[config.mk]
export PLATFORM = sky130hd
export DESIGN_NAME = hazard_ctrl
export DESIGN_NICKNAME = d
export VERILOG_FILES = /design/src/rtl/hazard_ctrl.sv
export SDC_FILE = /design/constraint.sdc
export NUM_CORES = 1
export LEC_CHECK = 0
export CORE_ASPECT_RATIO = 1.1
export CORE_MARGIN = 2
export CORE_UTILIZATION = 38
export DETAILED_ROUTE_END_ITERATION = 10
export GPL_TIMING_DRIVEN = 0
export PLACE_DENSITY = 0.79
export SLEW_MARGIN = 20
export SYNTH_ARGS = -nofsm -noshare
export SYNTH_HDL_FRONTEND = slang
export SYNTH_SLANG_ARGS = --single-unit
[constraint.sdc]
create_clock -name clk_i -period 4.7 [get_ports clk_i]
set_input_delay 0.94 -clock clk_i [delete_from_list [all_inputs] [get_ports clk_i]]
set_output_delay 0.94 -clock clk_i [all_outputs]
set_load 0.02 [all_outputs]
[src/rtl/hazard_ctrl.sv]
// Pipeline hazard sequencer: PC / IF/ID / ID/EX / EX/MEM write, flush and bubble controls
// plus a saturating stall-cycle counter. Define HAZARD_MD_STALL_EN to compile in the mult/div freeze.
module hazard_ctrl #(
  parameter int unsigned MD_LAT = 4,
  parameter int unsigned CNT_W  = 16
) (
  input  logic             clk_i,
  input  logic             rst_n_i,
  input  logic [4:0]       id_rs_i,
  input  logic [4:0]       id_rt_i,
  input  logic             ex_memread_i,
  input  logic [4:0]       ex_rt_i,
  input  logic             branch_taken_i,
  input  logic             imem_ready_i,
  input  logic             md_start_i,
  output logic             pc_write_o,
  output logic             ifid_write_o,
  output logic             if_flush_o,
  output logic             idex_write_o,
  output logic             idex_bubble_o,
  output logic             exmem_bubble_o,
  output logic [CNT_W-1:0] stall_cnt_o
);

  localparam logic [3:0] MD_CNT_INIT = 4'(MD_LAT - 1);

  logic             lu;
  logic             md_busy;
  logic             md_go;
  logic [CNT_W-1:0] stall_cnt_q, stall_cnt_d;

  assign lu = ex_memread_i & (ex_rt_i != 5'd0) &
              ((ex_rt_i == id_rs_i) | (ex_rt_i == id_rt_i));

`ifdef HAZARD_MD_STALL_EN
  typedef enum logic {
    ST_RUN     = 1'b0,
    ST_MD_BUSY = 1'b1
  } state_e;

  state_e     state_q, state_d;
  logic [3:0] md_cnt_q, md_cnt_d;

  always_comb begin
    state_d  = state_q;
    md_cnt_d = md_cnt_q;
    case (state_q)
      ST_RUN: begin
        if (md_start_i) begin
          state_d  = ST_MD_BUSY;
          md_cnt_d = MD_CNT_INIT;
        end
      end
      ST_MD_BUSY: begin
        // md_cnt holds the frozen cycles still to go, including this one
        md_cnt_d = md_cnt_q - 4'd1;
        if (md_cnt_q <= 4'd1) begin
          state_d = ST_RUN;
        end
      end
      default: state_d = ST_RUN;
    endcase
  end

  always_ff @(posedge clk_i or negedge rst_n_i) begin
    if (!rst_n_i) begin
      state_q  <= ST_RUN;
      md_cnt_q <= 4'd0;
    end else begin
      state_q  <= state_d;
      md_cnt_q <= md_cnt_d;
    end
  end

  assign md_busy = (state_q == ST_MD_BUSY);
  assign md_go   = (state_q == ST_RUN) & md_start_i;
`else
  logic       md_start_unused;
  logic [3:0] md_lat_unused;

  assign md_start_unused = md_start_i;
  assign md_lat_unused   = MD_CNT_INIT;
  assign md_busy         = 1'b0;
  assign md_go           = 1'b0;
`endif

  // Priority: reset, mult/div freeze, mult/div launch, load-use, branch, imem wait
  always_comb begin
    pc_write_o     = 1'b1;
    ifid_write_o   = 1'b1;
    if_flush_o     = 1'b0;
    idex_write_o   = 1'b1;
    idex_bubble_o  = 1'b0;
    exmem_bubble_o = 1'b0;
    if (!rst_n_i) begin
      pc_write_o     = 1'b0;
      ifid_write_o   = 1'b0;
      if_flush_o     = 1'b1;
      idex_write_o   = 1'b0;
      idex_bubble_o  = 1'b1;
      exmem_bubble_o = 1'b1;
    end else if (md_busy) begin
      pc_write_o     = 1'b0;
      ifid_write_o   = 1'b0;
      idex_write_o   = 1'b0;
      exmem_bubble_o = 1'b1;
    end else if (md_go) begin
      pc_write_o     = 1'b1;
    end else if (lu) begin
      pc_write_o     = 1'b0;
      ifid_write_o   = 1'b0;
      idex_bubble_o  = 1'b1;
    end else if (branch_taken_i) begin
      if_flush_o     = 1'b1;
    end else if (!imem_ready_i) begin
      // ID gets a NOP while the same fetch address is retried
      pc_write_o     = 1'b0;
      if_flush_o     = 1'b1;
    end
  end

  always_comb begin
    stall_cnt_d = stall_cnt_q;
    if (!pc_write_o && (stall_cnt_q != {CNT_W{1'b1}})) begin
      stall_cnt_d = stall_cnt_q + 1'b1;
    end
  end

  always_ff @(posedge clk_i or negedge rst_n_i) begin
    if (!rst_n_i) begin
      stall_cnt_q <= '0;
    end else begin
      stall_cnt_q <= stall_cnt_d;
    end
  end

  assign stall_cnt_o = stall_cnt_q;

endmodule
## Yosys cells after proc, flatten, opt, wreduce, memory -nomap -nowiden

Cells that the tools add are included.

- Register bits after elaboration: 16
- Bits of input ports: 21
- Output and inout port bits: 22
- Word-level logic and storage cells: 25

- Add/subtract/negate cells: 1
- Eq/ne operators: 3
- Multiplexer cells: 14
- Bitwise operators: 3
- Reduce and logical (&&, ||, !) cells: 3

Operators with widths:

| cell | number |
|---|---|
| $add A16 B1 Y16 const B | 1 |
| $ne A16 B16 Y1 const B | 1 |
| $mux W1 | 14 |
| $eq A5 B5 Y1 | 2 |
| $reduce_bool A5 Y1 | 1 |
| $and A1 B1 Y1 | 2 |
| $logic_and A1 B1 Y1 | 1 |
| $logic_not A1 Y1 | 1 |
| $or A1 B1 Y1 | 1 |

## Depth between registers and ports, before layout

Gate-level depths: netlist (run 1).

- Depth in word-level cells: 7
- Depth in mapped cells: 8
- Gate-level depth less buffers: 7

## Least setup slack after synthesis (run 1)

No wires, ideal clock.

- Path kind: input to output
- From: input ex_rt_i[1]
- To: output idex_bubble_o
- Arrival: 2338 ps
- Path slack: 1422 ps
- Stages: 6
- Cells stage by stage: or4_1 > o21ai_2 > inv_1 > and2_1 > nor2_1 > inv_1

- Cells in the longest elaborated chain, start to end: 5
- Elaborated cells between the ends (all ways): 8
- Classes of those cells: 2 x eq/ne; 2 x mux; 3 x bitwise; 1 x reduce/logical

RTL lines:

| what | RTL line | RTL |
|---|---|---|
| from (decl) | 12 | `input logic [4:0] ex_rt_i,` |
| $eq A5 B5 Y1 or $reduce_bool A5 Y1 (tied branches) | 33, 32 |  |
| $or A1 B1 Y1 or $and A1 B1 Y1 (tied branches) | 33, 32 |  |
| $and A1 B1 Y1 (*) | 32 | `assign lu = ex_memread_i & (ex_rt_i != 5'd0) &` |
| $mux W1 (*) | 109 | `end else if (lu) begin` |
| $mux W1 (*) | 95 | `if (!rst_n_i) begin` |
| to (decl) | 20 | `output logic idex_bubble_o,` |

Every way passes the cells marked *; elsewhere a longest branch is shown, timed or not.

## Worst setup path after layout (run 1)

- From: input ex_rt_i[1]
- To: output pc_write_o

- Cells in the longest elaborated chain, start to end: 5
- Elaborated cells between the ends (all ways): 8
- Classes of those cells: 2 x eq/ne; 2 x mux; 3 x bitwise; 1 x reduce/logical

RTL lines:

| what | RTL line | RTL |
|---|---|---|
| $eq A5 B5 Y1 or $reduce_bool A5 Y1 (tied branches) | 33, 32 |  |
| $or A1 B1 Y1 or $and A1 B1 Y1 (tied branches) | 33, 32 |  |
| $and A1 B1 Y1 (*) | 32 |  |
| $mux W1 (*) | 109 |  |
| $mux W1 (*) | 95 |  |
| to (decl) | 16 | `output logic pc_write_o,` |

Marks and branches as above.

==> flow_metrics.env, run 1 <==
export IMPL_wirelength_mm=2.36
export IMPL_pwr_share_clk_pct=12.7
export IMPL_synth_seq_area_share_pct=40.3
export IMPL_core_um2=2500
export IMPL_power_density_nw_per_um2=488
export IMPL_overflow=0
export IMPL_vias_per_cell=5.08
export IMPL_total_power_mw=0.723
export IMPL_fmax_mhz=242
export IMPL_pwr_share_seq_pct=38.2
export IMPL_ir_drop_v=0.000326
export IMPL_worst_slew_pin_slew_ps=861
export IMPL_root_buffer="clkbuf_4"
export IMPL_synth_area_um2=995
export IMPL_ys_flop_type="dfrtp_1"
export IMPL_pin_count=43
export IMPL_cts_sinks=16
export IMPL_cts_resized=0
export IMPL_worst_setup_path_start_kind="primary input"
export IMPL_drtPass1Iterations=4
export IMPL_grt_pass1_wl_mm=3.99
export IMPL_vias=909
export IMPL_die_h_um=57.7
export IMPL_drt_iter0_markers=4
export IMPL_clk_insertion_delay_late_ps=280
export IMPL_reg2reg_setup_slack_ps=2400
export IMPL_fillCellCount=241
export IMPL_fp_dieArea_um2=3040
export IMPL_ys_warn_count=0
export IMPL_switching_power_mw=0.296
export IMPL_rows=19
export IMPL_ant_nets=0
export IMPL_insertedDiodeCount=0
export IMPL_critical_path_class="in2out"
export IMPL_rsz0062_at_grt="no"
export IMPL_place_congestion=0.796
export IMPL_maxCapViolCount=0
export IMPL_min_path_type="reg2reg"
export IMPL_multi_input_area_um2=557
export IMPL_synth_cell_types=31
export IMPL_hold_viol=0
export IMPL_grt_max_degree=22
export IMPL_cts_tree="done"
export IMPL_critPathMaxFanout=10
export IMPL_routedWlPerCell_um=13.2
export IMPL_instances_no_fill=179
export IMPL_finalMaxSlewViolations=0
export IMPL_drc=0
export IMPL_port_buffers=41
export IMPL_area_delta_synth_final_pct=48.8
export IMPL_start_util_pct=39.8
export IMPL_synth_edf_count=0
export IMPL_seq_area_um2=400
export IMPL_h_tree_depth=1
export IMPL_cts_buffer_depth=2
export IMPL_required_ps=3760
export IMPL_path_clk_slew_ps=100
export IMPL_cts_setup_buffers=0
export IMPL_syn_instance_count=103
export IMPL_synth_avg_cell_area_um2=9.66
export IMPL_ctsHoldBuffers=0
export IMPL_fp_dieW_um=52.8
export IMPL_arrival_ps=3200
export IMPL_grt_pass1_vias=905
export IMPL_clock_skew_ps=1.19
export IMPL_largest_reg_flops=16
export IMPL_internal_power_mw=0.427
export IMPL_swShare_pct=41.0
export IMPL_dp_cells=175
export IMPL_drive_above_1_share_pct=9.46
export IMPL_synth_seq_cells=16
export IMPL_slew_limit_headroom_pct=42.4
export IMPL_dp_hpwl_mm=1.86
export IMPL_comb_power_share_pct=49.1
export IMPL_numCtsBuffers=3
export IMPL_setup_viol=0
export IMPL_nNetsFinal=171
export IMPL_final_setup_tns_ps=0
export IMPL_post_route_min_period_ps=4140
export IMPL_grt_usage_pct=17.3
export IMPL_leakage_nw=0.596
export IMPL_status="finished, final reports clean"
export IMPL_antenna_found_initial=0
export IMPL_endpoint_kind="output pin"
export IMPL_period_share_pct=88.0
export IMPL_syn_nets=125
export IMPL_async_flop_share_pct=100
-- routing by layer --
metal / part of all wire (%) / global-route usage [%] / wire (µm) / vias to the layer above
met3: 4.8 / 5.67 / 112 / 0
met4: 0 / 4.03 / 0 / 0
met5: 0 / 0 / 0 / -
li1: - / - / - / 447
met1: 43 / 21.8 / 1000 / 436
met2: 53 / 28.7 / 1240 / 26
-- final cells by class --
type / instances / area share (%)
Clock buffer: 4 / 2.45
Sequential cell: 16 / 27.0
Tap cell: 31 / 2.62
Buffer: 3 / 1.52
Multi-Input combinational cell: 80 / 37.6
Timing Repair Buffer: 41 / 27.7
Inverter: 4 / 1.01
-- cells in the mapped netlist, types with 2 or more instances --
cell type / count / share of area (%)
inv_1: 4 / 1.5
nor3_1: 10 / 5.0
nand2_1: 7 / 2.6
nor2_1: 3 / 1.1
xor2_1: 12 / 11
nand4_1: 3 / 1.9
dfrtp_1: 16 / 40
mux2_4: 2 / 3.0
and3_1: 3 / 1.9
nand3_1: 10 / 5.0
o21ai_0: 2 / 1.0
xnor2_1: 12 / 11
-- power groups by stage --
stage	sequential, mW	clock, mW	combinational, mW
finish	0.276	0.0919	0.355
global route	0.288	0.102	0.381
CTS	0.277	0.0954	0.359
detailed placement	0.279	0	0.356
global placement	0.275	0	0.348
floorplan	0.332	0	0.124
-- cell usage in the layout, fill, tap and decap left out, drive strengths merged, types with 2 or more instances in the layout --
cell           instances
a21oi                  2
and3                   3
buf                    2
clkbuf                 5
clkdlybuf4s50         41
dfrtp                 16
inv                    4
mux2                   2
nand2                  7
nand3                 10
nand4                  3
nor2                   4
nor3                  11
o21ai                  3
xnor2                 12
xor2                  12
-- kinds of logic (layout without fill, tap and decap cells) --
| group | Yosys count | in the layout | synth area share, % |
|---|---|---|---|
| DFF | 16 | 16 | 40.3 |
| xor gates and xnor gates | 24 | 24 | 21.1 |
| and+or+nand+nor | 45 | 45 | 24.5 |
| adders and majority gates | 1 | 1 | 1.26 |
| AOI/OAI and AO/OA | 8 | 8 | 6.04 |
| buffers and inverters | 7 | 52 | 3.77 |
| muxes | 2 | 2 | 3.02 |
-- metrics by stage --
step	util (%)	cell area, µm²	worst slack (ps)	hold slack (ps)
2_1_floorplan	-	995	1420	589
3_3_place_gp	57.8	1440	582	471
3_5_place_dp	57.8	1440	553	493
4_1_cts	59.3	1480	552	508
5_1_grt	59.3	1480	424	531
6_report	59.3	1480	563	497
-- final timing paths --
check                                  end           start  cells after the start
max in group asynchronous   stall_cnt_o[8]         rst_n_i                      1
hold reg to reg             stall_cnt_o[4]  stall_cnt_o[4]                      1
setup / recovery                pc_write_o      ex_rt_i[1]                      7
setup reg to reg           stall_cnt_o[11]  stall_cnt_o[0]                      8
min in group asynchronous   stall_cnt_o[9]         rst_n_i                      1
hold / removal              stall_cnt_o[4]  stall_cnt_o[4]                      1
-- worst max-delay path, cell delays in order --
cell	delay, ps
clkdlybuf4s50_1	470
or4_1	560
o21ai_2	150
inv_1	80
a21oi_2	210
buf_6	170
clkdlybuf4s50_1	610
No activity file was read; power rests on OpenSTA's default activity.
==> run 2: changes to the inputs <==
ABC_CLOCK_PERIOD_IN_PS = 4700   (was unset)
REMOVE_ABC_BUFFERS = 1   (was unset)
==> run 2 against run 1 <==
- non-clock buffer count down 3
- largest cell class unchanged
- highest routed layer is now met4
- first-iteration DRC count unchanged
- critical endpoint unchanged
- clock skew down 0.69 ps
==> flow_metrics.env, run 2 (synthesis results as in run 1) <==
export IMPL_status="finished, final reports clean"
export IMPL_pin_count=43
export IMPL_grt_pass1_vias=875
export IMPL_maxCapViolCount=0
export IMPL_overflow=0
export IMPL_drc=0
export IMPL_endpoint_kind="output pin"
export IMPL_drt_iter0_markers=4
export IMPL_swShare_pct=40.8
export IMPL_critPathMostFrequentCell="clkdlybuf4s50_1"
export IMPL_wirelength_mm=2.31
export IMPL_worst_setup_path_start_kind="primary input"
export IMPL_min_path_type="reg2reg"
export IMPL_design_area_um2=1460
export IMPL_dpl_worst_slack_ps=347
export IMPL_cts_setup_buffers=0
export IMPL_insertedDiodeCount=0
export IMPL_area_delta_synth_final_pct=46.5
export IMPL_crit_buf_inv=3
export IMPL_crit_chain="clkdlybuf4s50_1, or4_1, o21ai_2, inv_1, a21oi_2, clkdlybuf4s50_1"
export IMPL_start_util_pct=39.8
export IMPL_cts_resized=0
export IMPL_crit_family="buffers and inverters"
export IMPL_worst_slew_pin_slew_ps=864
export IMPL_clock_skew_ps=0.499
export IMPL_worst_path_max_delay_cell="clkdlybuf4s50_1"
export IMPL_path_clk_slew_ps=90
export IMPL_fmax_mhz=231
export IMPL_slowest_delay_ps=730
export IMPL_required_ps=3760
export IMPL_instances_no_fill=176
export IMPL_finalCoreUtilization_pct=58.4
export IMPL_vias=911
export IMPL_fin_worst_hold_slack_ps=506
export IMPL_final_setup_tns_ps=0
export IMPL_core_um2=2500
export IMPL_nNetsFinal=168
export IMPL_setup_ws_ps=368
export IMPL_internal_power_mw=0.426
export IMPL_port_buffers=41
export IMPL_root_buffer="clkbuf_4"
export IMPL_antenna_found_initial=0
export IMPL_numCtsBuffers=3
export IMPL_vias_per_cell=5.18
export IMPL_place_congestion=0.830
export IMPL_hold_viol=0
export IMPL_fp_dieW_um=52.8
export IMPL_final_common_cell="clkdlybuf4s50_1"
export IMPL_routedWlPerCell_um=13.1
export IMPL_power_density_nw_per_um2=493
export IMPL_critical_path_class="in2out"
export IMPL_drtPass1Iterations=4
export IMPL_h_tree_depth=1
export IMPL_cts_sinks=16
export IMPL_post_route_min_period_ps=4330
export IMPL_setup_viol=0
export IMPL_dp_cells=172
export IMPL_clk_insertion_delay_late_ps=280
export IMPL_period_share_pct=92.2
export IMPL_arrival_ps=3390
export IMPL_pwr_share_clk_pct=12.4
export IMPL_final_cell_mix="clkdlybuf4s50_1, dfrtp_1, xnor2_1, xor2_1"
export IMPL_finalMaxSlewViolations=0
export IMPL_comb_power_share_pct=49.4
export IMPL_die_h_um=57.7
export IMPL_post_dp_cell_area_um2=1420
export IMPL_rsz0062_at_grt="no"
export IMPL_largest_reg_flops=16
export IMPL_ctsHoldBuffers=0
export IMPL_critPathMaxFanout=12
export IMPL_fp_dieArea_um2=3040
export IMPL_ir_drop_v=0.000340
export IMPL_grt_usage_pct=16.5
export IMPL_grt_max_degree=22
export IMPL_switching_power_mw=0.293
export IMPL_total_power_mw=0.719
export IMPL_cts_tree="done"
export IMPL_leakage_nw=0.584
export IMPL_cts_buffer_depth=2
export IMPL_rows=19
export IMPL_ant_nets=0
export IMPL_drive_above_1_share_pct=8.28
export IMPL_grt_pass1_wl_mm=3.84
export IMPL_pwr_share_seq_pct=38.2
export IMPL_slew_limit_headroom_pct=42.2
## run 2: cell count changes in the layout (fill, tap and decap cells not counted)
cell,delta
buf_6,-1
clkbuf_1,-1
buf_4,-1
## run 2: final timing paths
check / slack (ps) / to / cells after the start / start
hold reg to reg: 510 / stall_cnt_o[4] / 1 / stall_cnt_o[4]
hold / removal: 510 / stall_cnt_o[4] / 1 / stall_cnt_o[4]
min in group asynchronous: 1140 / stall_cnt_o[6] / 1 / rst_n_i
setup reg to reg: 2560 / stall_cnt_o[13] / 7 / stall_cnt_o[0]
setup / recovery: 370 / pc_write_o / 6 / ex_rt_i[2]
max in group asynchronous: 3030 / stall_cnt_o[2] / 1 / rst_n_i
## run 2: area by class of cell
class / instances / area [µm²]
inverters: 4 / 15.0
clock buffers: 4 / 36.3
fillers: 232 / 1040
well taps: 31 / 38.8
multi-input cells: 80 / 557
flip-flops and latches: 16 / 400
repair buffers: 41 / 410
## run 2: power by group through the flow
stage	clock [mW]	combinational (mW)	sequential, mW
detailed placement	0	0.355	0.275
global placement	0	0.347	0.275
finish	0.0889	0.355	0.275
floorplan	0	0.120	0.332
global route	0.0980	0.381	0.285
CTS	0.0911	0.360	0.274
## run 2: worst register-to-register path: cells and delay by family (launching register included)
| family | cells | cell delay (ps) |
|---|---|---|
| AO/OA/AOI/OAI | 3 | 680 |
| XOR/XNOR | 1 | 150 |
| adder cells (fa/ha/maj) | 1 | 380 |
| flip-flops | 1 | 500 |
| AND/OR/NAND/NOR | 2 | 320 |
## run 2: metal layers
metal	routed length [µm]	track usage (%)	part of all wire, %	vias to the layer above
li1	-	-	-	443
met1	1010	21.5	44	433
met2	1150	27.1	50	31
met3	132	4.64	5.7	4
met4	19	4.03	0.82	0
met5	0	0	0	-
==> run 3: changes to the inputs <==
TNS_END_PERCENT = 5   (was unset)
==> results of run 3 <==
No change in the layout: final DEF, timing and power equal those of run 2.
